--- config.mk ---
export PLATFORM = sky130hd
export DESIGN_NAME = ha_array_accumulator_flat
export DESIGN_NICKNAME = d
export VERILOG_FILES = /design/src/rtl/ha_array_accumulator_if.sv /design/src/rtl/ha_array_accumulator.sv /design/src/flat_wrapper.sv
export SDC_FILE = /design/constraint.sdc
export NUM_CORES = 1
export LEC_CHECK = 0
export BUFFER_PORTS_ARGS = -buffer_cell sky130_fd_sc_hd__buf_4
export CAP_MARGIN = 20
export CORE_ASPECT_RATIO = 1.1
export CORE_MARGIN = 3
export CORE_UTILIZATION = 50
export CTS_CLUSTER_SIZE = 28
export DETAILED_ROUTE_END_ITERATION = 10
export MAX_ROUTING_LAYER = met4
export PLACE_DENSITY = 0.81
export SLEW_MARGIN = 0
export SYNTH_ARGS = -nofsm -noshare
export SYNTH_HDL_FRONTEND = slang
export SYNTH_SLANG_ARGS = --single-unit
export TNS_END_PERCENT = 10
--- constraint.sdc ---
create_clock -name clk -period 12.6 [get_ports clk]
set_input_delay 0 -clock clk [delete_from_list [all_inputs] [get_ports clk]]
set_output_delay 0 -clock clk [all_outputs]
set_load 0.03 [all_outputs]
--- src/rtl/ha_array_accumulator_if.sv ---
// ---------------------------------------------------------------------------
// ha_array_accumulator_if
//
// Handshake bundle between an approximate ha_array partial-product generator
// (master), the ha_array_accumulator reducer (slave) and the downstream
// product consumer.
//
// Signals
//   in_valid / in_ready      : input bundle handshake
//   ha_array_k_t  (T_W)      : sum row of group k, bit i weight 2^(2k+i)
//   ha_array_k_b  (B_W)      : carry row of group k, bit j weight 2^(2k+j+2)
//   out_valid / out_ready    : product handshake
//   product (P_W), ovf       : saturated product and overflow flag
// ---------------------------------------------------------------------------
interface ha_array_accumulator_if #(
  parameter int T_W = 9,
  parameter int B_W = 7,
  parameter int P_W = 16
);
  logic           in_valid;
  logic           in_ready;
  logic [T_W-1:0] ha_array_0_t;
  logic [T_W-1:0] ha_array_1_t;
  logic [T_W-1:0] ha_array_2_t;
  logic [T_W-1:0] ha_array_3_t;
  logic [B_W-1:0] ha_array_0_b;
  logic [B_W-1:0] ha_array_1_b;
  logic [B_W-1:0] ha_array_2_b;
  logic [B_W-1:0] ha_array_3_b;
  logic           out_valid;
  logic           out_ready;
  logic [P_W-1:0] product;
  logic           ovf;

  // Producer of rows and consumer of the product.
  modport master (
    output in_valid, ha_array_0_t, ha_array_1_t, ha_array_2_t, ha_array_3_t,
           ha_array_0_b, ha_array_1_b, ha_array_2_b, ha_array_3_b, out_ready,
    input  in_ready, out_valid, product, ovf
  );

  // The accumulator itself.
  modport slave (
    input  in_valid, ha_array_0_t, ha_array_1_t, ha_array_2_t, ha_array_3_t,
           ha_array_0_b, ha_array_1_b, ha_array_2_b, ha_array_3_b, out_ready,
    output in_ready, out_valid, product, ovf
  );
endinterface

--- src/rtl/ha_array_accumulator.sv ---
// ---------------------------------------------------------------------------
// ha_array_accumulator
//
// Reduces the four half-adder-compressed row pairs of an unsigned 8x8
// ha_array partial-product generator to a final product. One group is added
// per cycle through a single shared adder:
//   acc += (t[k] + (b[k] << 2)) << (2k),   k = 0..3
// The result saturates to all-ones when it exceeds P_W bits.
//
// Ports
//   clk      : clock
//   rst      : asynchronous active-high reset, aborts any operation
//   bus      : ha_array_accumulator_if.slave (input/output handshakes,
//              rows, product, ovf)
//
// Timing: out_valid rises 4 edges after the accept edge; with out_ready and
// in_valid both high a new bundle is captured on the same edge the product
// is taken, giving one product every 5 cycles.
// ---------------------------------------------------------------------------
module ha_array_accumulator #(
  parameter int T_W   = 9,
  parameter int B_W   = 7,
  parameter int P_W   = 16,
  parameter int ACC_W = 18
) (
  input  logic                  clk,
  input  logic                  rst,
  ha_array_accumulator_if.slave bus
);

  typedef enum logic [1:0] {IDLE, SUM, OUT} state_t;

  state_t           state_q;
  logic [ACC_W-1:0] acc_q;
  logic [1:0]       idx_q;
  logic [T_W-1:0]   t_q [4];
  logic [B_W-1:0]   b_q [4];
  logic [P_W-1:0]   product_q;
  logic             ovf_q;
  logic             out_valid_q;

  logic [T_W-1:0]   t_in [4];
  logic [B_W-1:0]   b_in [4];
  logic [T_W-1:0]   t_sel;
  logic [B_W-1:0]   b_sel;
  logic [ACC_W-1:0] addend_d;
  logic [ACC_W-1:0] acc_d;
  logic             sat_d;
  logic             in_ready_d;
  logic             accept;

  assign t_in[0] = bus.ha_array_0_t;
  assign t_in[1] = bus.ha_array_1_t;
  assign t_in[2] = bus.ha_array_2_t;
  assign t_in[3] = bus.ha_array_3_t;
  assign b_in[0] = bus.ha_array_0_b;
  assign b_in[1] = bus.ha_array_1_b;
  assign b_in[2] = bus.ha_array_2_b;
  assign b_in[3] = bus.ha_array_3_b;

  // Shared adder: the selected group, aligned to weight 2^(2*idx).
  always_comb begin
    t_sel    = t_q[idx_q];
    b_sel    = b_q[idx_q];
    addend_d = (ACC_W'(t_sel) + (ACC_W'(b_sel) << 2)) << {idx_q, 1'b0};
    acc_d    = acc_q + addend_d;
    sat_d    = |acc_d[ACC_W-1:P_W];
  end

  // In OUT the slot frees up exactly when the product is taken, which is
  // what allows same-edge capture of the next bundle.
  always_comb begin
    // NOTE: every always_comb output gets a default first so no path can
    // leave it unassigned and infer a latch.
    in_ready_d = 1'b0;
    case (state_q)
      IDLE:    in_ready_d = 1'b1;
      OUT:     in_ready_d = bus.out_ready;
      default: in_ready_d = 1'b0;
    endcase
  end

  assign accept = bus.in_valid & in_ready_d;

  always_ff @(posedge clk or posedge rst) begin
    if (rst) begin
      state_q     <= IDLE;
      acc_q       <= '0;
      idx_q       <= '0;
      t_q         <= '{default: '0};
      b_q         <= '{default: '0};
      product_q   <= '0;
      ovf_q       <= 1'b0;
      out_valid_q <= 1'b0;
    end else begin
      // NOTE: non-blocking assignments keep every register reading the
      // pre-edge value of the others, independent of statement order.
      case (state_q)
        IDLE: begin
          if (accept) begin
            t_q     <= t_in;
            b_q     <= b_in;
            acc_q   <= '0;
            idx_q   <= '0;
            ovf_q   <= 1'b0;
            state_q <= SUM;
          end
        end
        SUM: begin
          acc_q <= acc_d;
          idx_q <= idx_q + 2'd1;
          if (idx_q == 2'd3) begin
            product_q   <= sat_d ? '1 : acc_d[P_W-1:0];
            ovf_q       <= sat_d;
            out_valid_q <= 1'b1;
            state_q     <= OUT;
          end
        end
        OUT: begin
          if (bus.out_ready) begin
            out_valid_q <= 1'b0;
            if (bus.in_valid) begin
              t_q     <= t_in;
              b_q     <= b_in;
              acc_q   <= '0;
              idx_q   <= '0;
              ovf_q   <= 1'b0;
              state_q <= SUM;
            end else begin
              state_q <= IDLE;
            end
          end
        end
        default: state_q <= IDLE;
      endcase
    end
  end

  assign bus.in_ready  = in_ready_d;
  assign bus.out_valid = out_valid_q;
  assign bus.product   = product_q;
  assign bus.ovf       = ovf_q;

endmodule

--- src/flat_wrapper.sv ---
// flat-port wrapper written by rule: the top's interface ports become plain ports
module ha_array_accumulator_flat 
#(
  parameter int T_W   = 9,
  parameter int B_W   = 7,
  parameter int P_W   = 16,
  parameter int ACC_W = 18
)
  (clk, rst, bus_in_valid, bus_ha_array_0_t, bus_ha_array_1_t, bus_ha_array_2_t, bus_ha_array_3_t, bus_ha_array_0_b, bus_ha_array_1_b, bus_ha_array_2_b, bus_ha_array_3_b, bus_out_ready, bus_in_ready, bus_out_valid, bus_product, bus_ovf);
  ha_array_accumulator_if #(.T_W(T_W), .B_W(B_W), .P_W(P_W)) bus_i ();
  input  logic clk;
  input  logic rst;
  input wire logic [$bits(bus_i.in_valid)-1:0] bus_in_valid;
  input wire logic [$bits(bus_i.ha_array_0_t)-1:0] bus_ha_array_0_t;
  input wire logic [$bits(bus_i.ha_array_1_t)-1:0] bus_ha_array_1_t;
  input wire logic [$bits(bus_i.ha_array_2_t)-1:0] bus_ha_array_2_t;
  input wire logic [$bits(bus_i.ha_array_3_t)-1:0] bus_ha_array_3_t;
  input wire logic [$bits(bus_i.ha_array_0_b)-1:0] bus_ha_array_0_b;
  input wire logic [$bits(bus_i.ha_array_1_b)-1:0] bus_ha_array_1_b;
  input wire logic [$bits(bus_i.ha_array_2_b)-1:0] bus_ha_array_2_b;
  input wire logic [$bits(bus_i.ha_array_3_b)-1:0] bus_ha_array_3_b;
  input wire logic [$bits(bus_i.out_ready)-1:0] bus_out_ready;
  output wire logic [$bits(bus_i.in_ready)-1:0] bus_in_ready;
  output wire logic [$bits(bus_i.out_valid)-1:0] bus_out_valid;
  output wire logic [$bits(bus_i.product)-1:0] bus_product;
  output wire logic [$bits(bus_i.ovf)-1:0] bus_ovf;
  assign bus_i.in_valid = bus_in_valid;
  assign bus_i.ha_array_0_t = bus_ha_array_0_t;
  assign bus_i.ha_array_1_t = bus_ha_array_1_t;
  assign bus_i.ha_array_2_t = bus_ha_array_2_t;
  assign bus_i.ha_array_3_t = bus_ha_array_3_t;
  assign bus_i.ha_array_0_b = bus_ha_array_0_b;
  assign bus_i.ha_array_1_b = bus_ha_array_1_b;
  assign bus_i.ha_array_2_b = bus_ha_array_2_b;
  assign bus_i.ha_array_3_b = bus_ha_array_3_b;
  assign bus_i.out_ready = bus_out_ready;
  assign bus_in_ready = bus_i.in_ready;
  assign bus_out_valid = bus_i.out_valid;
  assign bus_product = bus_i.product;
  assign bus_ovf = bus_i.ovf;
  ha_array_accumulator #(.T_W(T_W), .B_W(B_W), .P_W(P_W), .ACC_W(ACC_W)) u_core (.clk(clk), .rst(rst), .bus(bus_i));
endmodule
==> results.ini <==
[run_status]
status = complete, no violations

[cts]
root_buffer = clkbuf_16
insertion_delay_ns = 0.35
cts_buffers = 9
post-cts-setup-buffer-count = 0
h-tree-depth = 3
cts.sinks = 104
cts_buffer_depth = 2
cts_tree = yes
clk_pin_slew_ns = 0.08

[sta]
hold_violations = 0
setup_viol = 0
period_needed_ns = 5.41
worstMarginPinSlew_ns = 0.862
slew_violations = 0
fin_crit_sh = 0.429
max_freq_mhz = 185
setup_tns_ns = 0
timing.hold.ws_ns = 0.129
rsz0062_at_grt = no
relSlewSlack = 0.425
final.setup_skew_ns = 0.0130

[logic_synthesis]
synth_xor_area_frac = 0.0330
synth_flop_cell = dfrtp_1
synth_seq_area_share = 0.467
synth-simple-area-share = 0.0801
post_synth_fa_ha_maj_area_fraction = 0.0610
synth-edff-count = 0
synth.area.mux_share = 0.201
ys_seq_elements = 104
synth_cell_types = 50
ys_warn_count = 0
syn_area_per_cell_um2 = 11.8
syn_area_mm2 = 0.00558
syn_nets = 565
synth_compound_gate_area_share = 0.136
synth_top_family_by_area = multiplexers
synthCells = 471
async_reset_ff_frac = 1.00

[grt]
grt_pass1_wl_mm = 22.4
grt.overflow.total = 0
grt_pass1_vias = 4546
antenna_found_initial = 0
grt_usage = 0.235
grt_max_degree = 89

[floorplanning]
die_y_um = 117
coreArea_mm2 = 0.0106
die-area_mm2 = 0.0125
rows = 39
die_w_um = 107
io_pins = 87
initial_utilization = 0.524

[route]
wl_per_cell_um = 17.5
ant_nets = 0
num_vias = 4241
drt-vias-per-instance = 5.54
routed_wl_mm = 13.4
drc = 0
drtIter0Drc = 234
dr.pass1.iters = 4

[critical_path]
cp_cell_sequence = buf_4, mux4_2, ha_1, a21o_1, a21oi_1, o21bai_1, a21oi_1, xor2_1, mux2i_1, mux2_2, ha_1, a21o_1, a32oi_1, and2_1, o32ai_1, nor3_4, o22ai_1
cp_slowest_stage_delay_ns = 0.64
crit_family = compound AO/OA/AOI/OAI gates
critPathLaunchType = flip-flop
critPathBufInv = 1
cp.arrival_ns = 5.59
end_kind = flip-flop
path_max_fanout = 31
crit-reg2reg-launch = u_core.idx_q[0]
crit_slowest_cell = nor3_4
worst-setup-path-type = reg2reg
crit_start = u_core.idx_q[0]
crit_required_ns = 12.78
r2r_slack_ns = 7.19

[layout]
final_area_mm2 = 0.00734
diodes = 0
drive_gt1_frac = 0.343
final_cell_mix = dfrtp_1, buf_4, dlygate4sd3_1
num-nets-final = 712
fill_cells = 760
area_growth_pct = 31.6
final_common_cell = dfrtp_1

[run]
drv_cap = 0

[placement]
numPortBuffers = 86
placed_area_mm2 = 0.00634
place_congestion = 0.823
dpl.hpwl_mm = 8.57

[worst_hold_path]
hold_class = in2async

==> what timing repair did <==
item / CTS / global route
hold buffers: 66 / 0
gates resized for setup: 0 / 0
endpoints found under the hold margin: 81 / 0
==> worst reg2reg max path, cell delays in order, from the launching register on <==
cell	delay, ns
dfrtp_1	0.54
buf_4	0.44
mux4_2	0.56
ha_1	0.35
a21o_1	0.17
a21oi_1	0.23
o21bai_1	0.10
a21oi_1	0.17
xor2_1	0.25
mux2i_1	0.13
mux2_2	0.29
ha_1	0.35
a21o_1	0.20
a32oi_1	0.30
and2_1	0.21
o32ai_1	0.14
nor3_4	0.64
o22ai_1	0.19
==> worst paths after layout <==
check / end / cells past startpoint
hold / removal: u_core.t_q[2] / 3
hold reg to reg: u_core.acc_q[4] / 2
setup reg to reg: u_core.bus.ovf / 17
max in group asynchronous: u_core.acc_q[14] / 5
min in group clk: u_core.acc_q[17] / 5
setup / recovery: u_core.bus.ovf / 17
==> final cells by class <==
class	instances	area, um2	area share
Clock buffer	10	229	0.0312
Clock inverter	6	57.6	0.00784
Inverter	6	25.0	0.00341
Multi-Input combinational cell	338	2850	0.388
Sequential cell	104	2600	0.355
Tap cell	143	179	0.0244
Timing Repair Buffer	159	1400	0.191
==> routing by layer <==
layer | vias to the layer above | track usage | wire (um) | part of all wire
met5 | - | - | 0 | 0
met3 | 24 | 0.0315 | 544 | 0.041
li1 | 2003 | - | - | -
met1 | 2096 | 0.287 | 5710 | 0.42
met4 | 0 | 0.0682 | 232 | 0.017
met2 | 118 | 0.411 | 6950 | 0.52
==> synth_stat cells (all sizes together), types with 2 or more instances <==
cell type / number / share of area
a21boi: 2 / 0.0027
a21o: 9 / 0.012
a21oi: 31 / 0.032
a22o: 5 / 0.0079
a31oi: 14 / 0.025
a32oi: 2 / 0.0031
and2: 3 / 0.0034
and3: 3 / 0.0054
buf: 9 / 0.0094
clkbuf: 14 / 0.0094
dfrtp: 104 / 0.47
fa: 2 / 0.0072
ha: 24 / 0.054
inv: 6 / 0.0040
mux2: 65 / 0.13
mux2i: 5 / 0.0090
mux4: 15 / 0.061
nand2: 42 / 0.028
nand2b: 2 / 0.0022
nand3: 3 / 0.0027
nor2: 33 / 0.023
nor2b: 6 / 0.0067
nor3b: 2 / 0.0027
o21a: 2 / 0.0027
o21ai: 30 / 0.028
o21bai: 4 / 0.0054
o22ai: 2 / 0.0022
xnor2: 12 / 0.019
xor2: 9 / 0.014
==> stage by stage <==
stage,instances,utilization,setup slack [ns]
detailed placement,682,0.596,7.20
finish,766,0.690,7.19
global route,766,0.690,6.71
global placement,682,0.596,7.37
CTS,764,0.685,7.15
floorplan,471,-,7.80
==> cells by family after synthesis <==
logic type,count (synthesis)
buffers and inverters,29
multiplexers,85
XOR/XNOR,21
AO/OA/AOI/OAI,109
AND/OR/NAND/NOR,97
flip-flops,104
adder cells (fa/ha/maj),26
==> flip-flops by register name (all words and copies together), names as in the netlist <==
| name | cells |
|---|---|
| u_core.acc_q | 18 |
| u_core.bus.out_valid | 1 |
| u_core.idx_q | 2 |
| u_core.bus.product | 16 |
| u_core.state_q | 2 |
| u_core.b_q | 28 |
| u_core.t_q | 36 |
| u_core.bus.ovf | 1 |
Power is left out: the tool's default activity adds up to more than one toggle a clock period on the data nets, which glitch-free logic cannot reach.
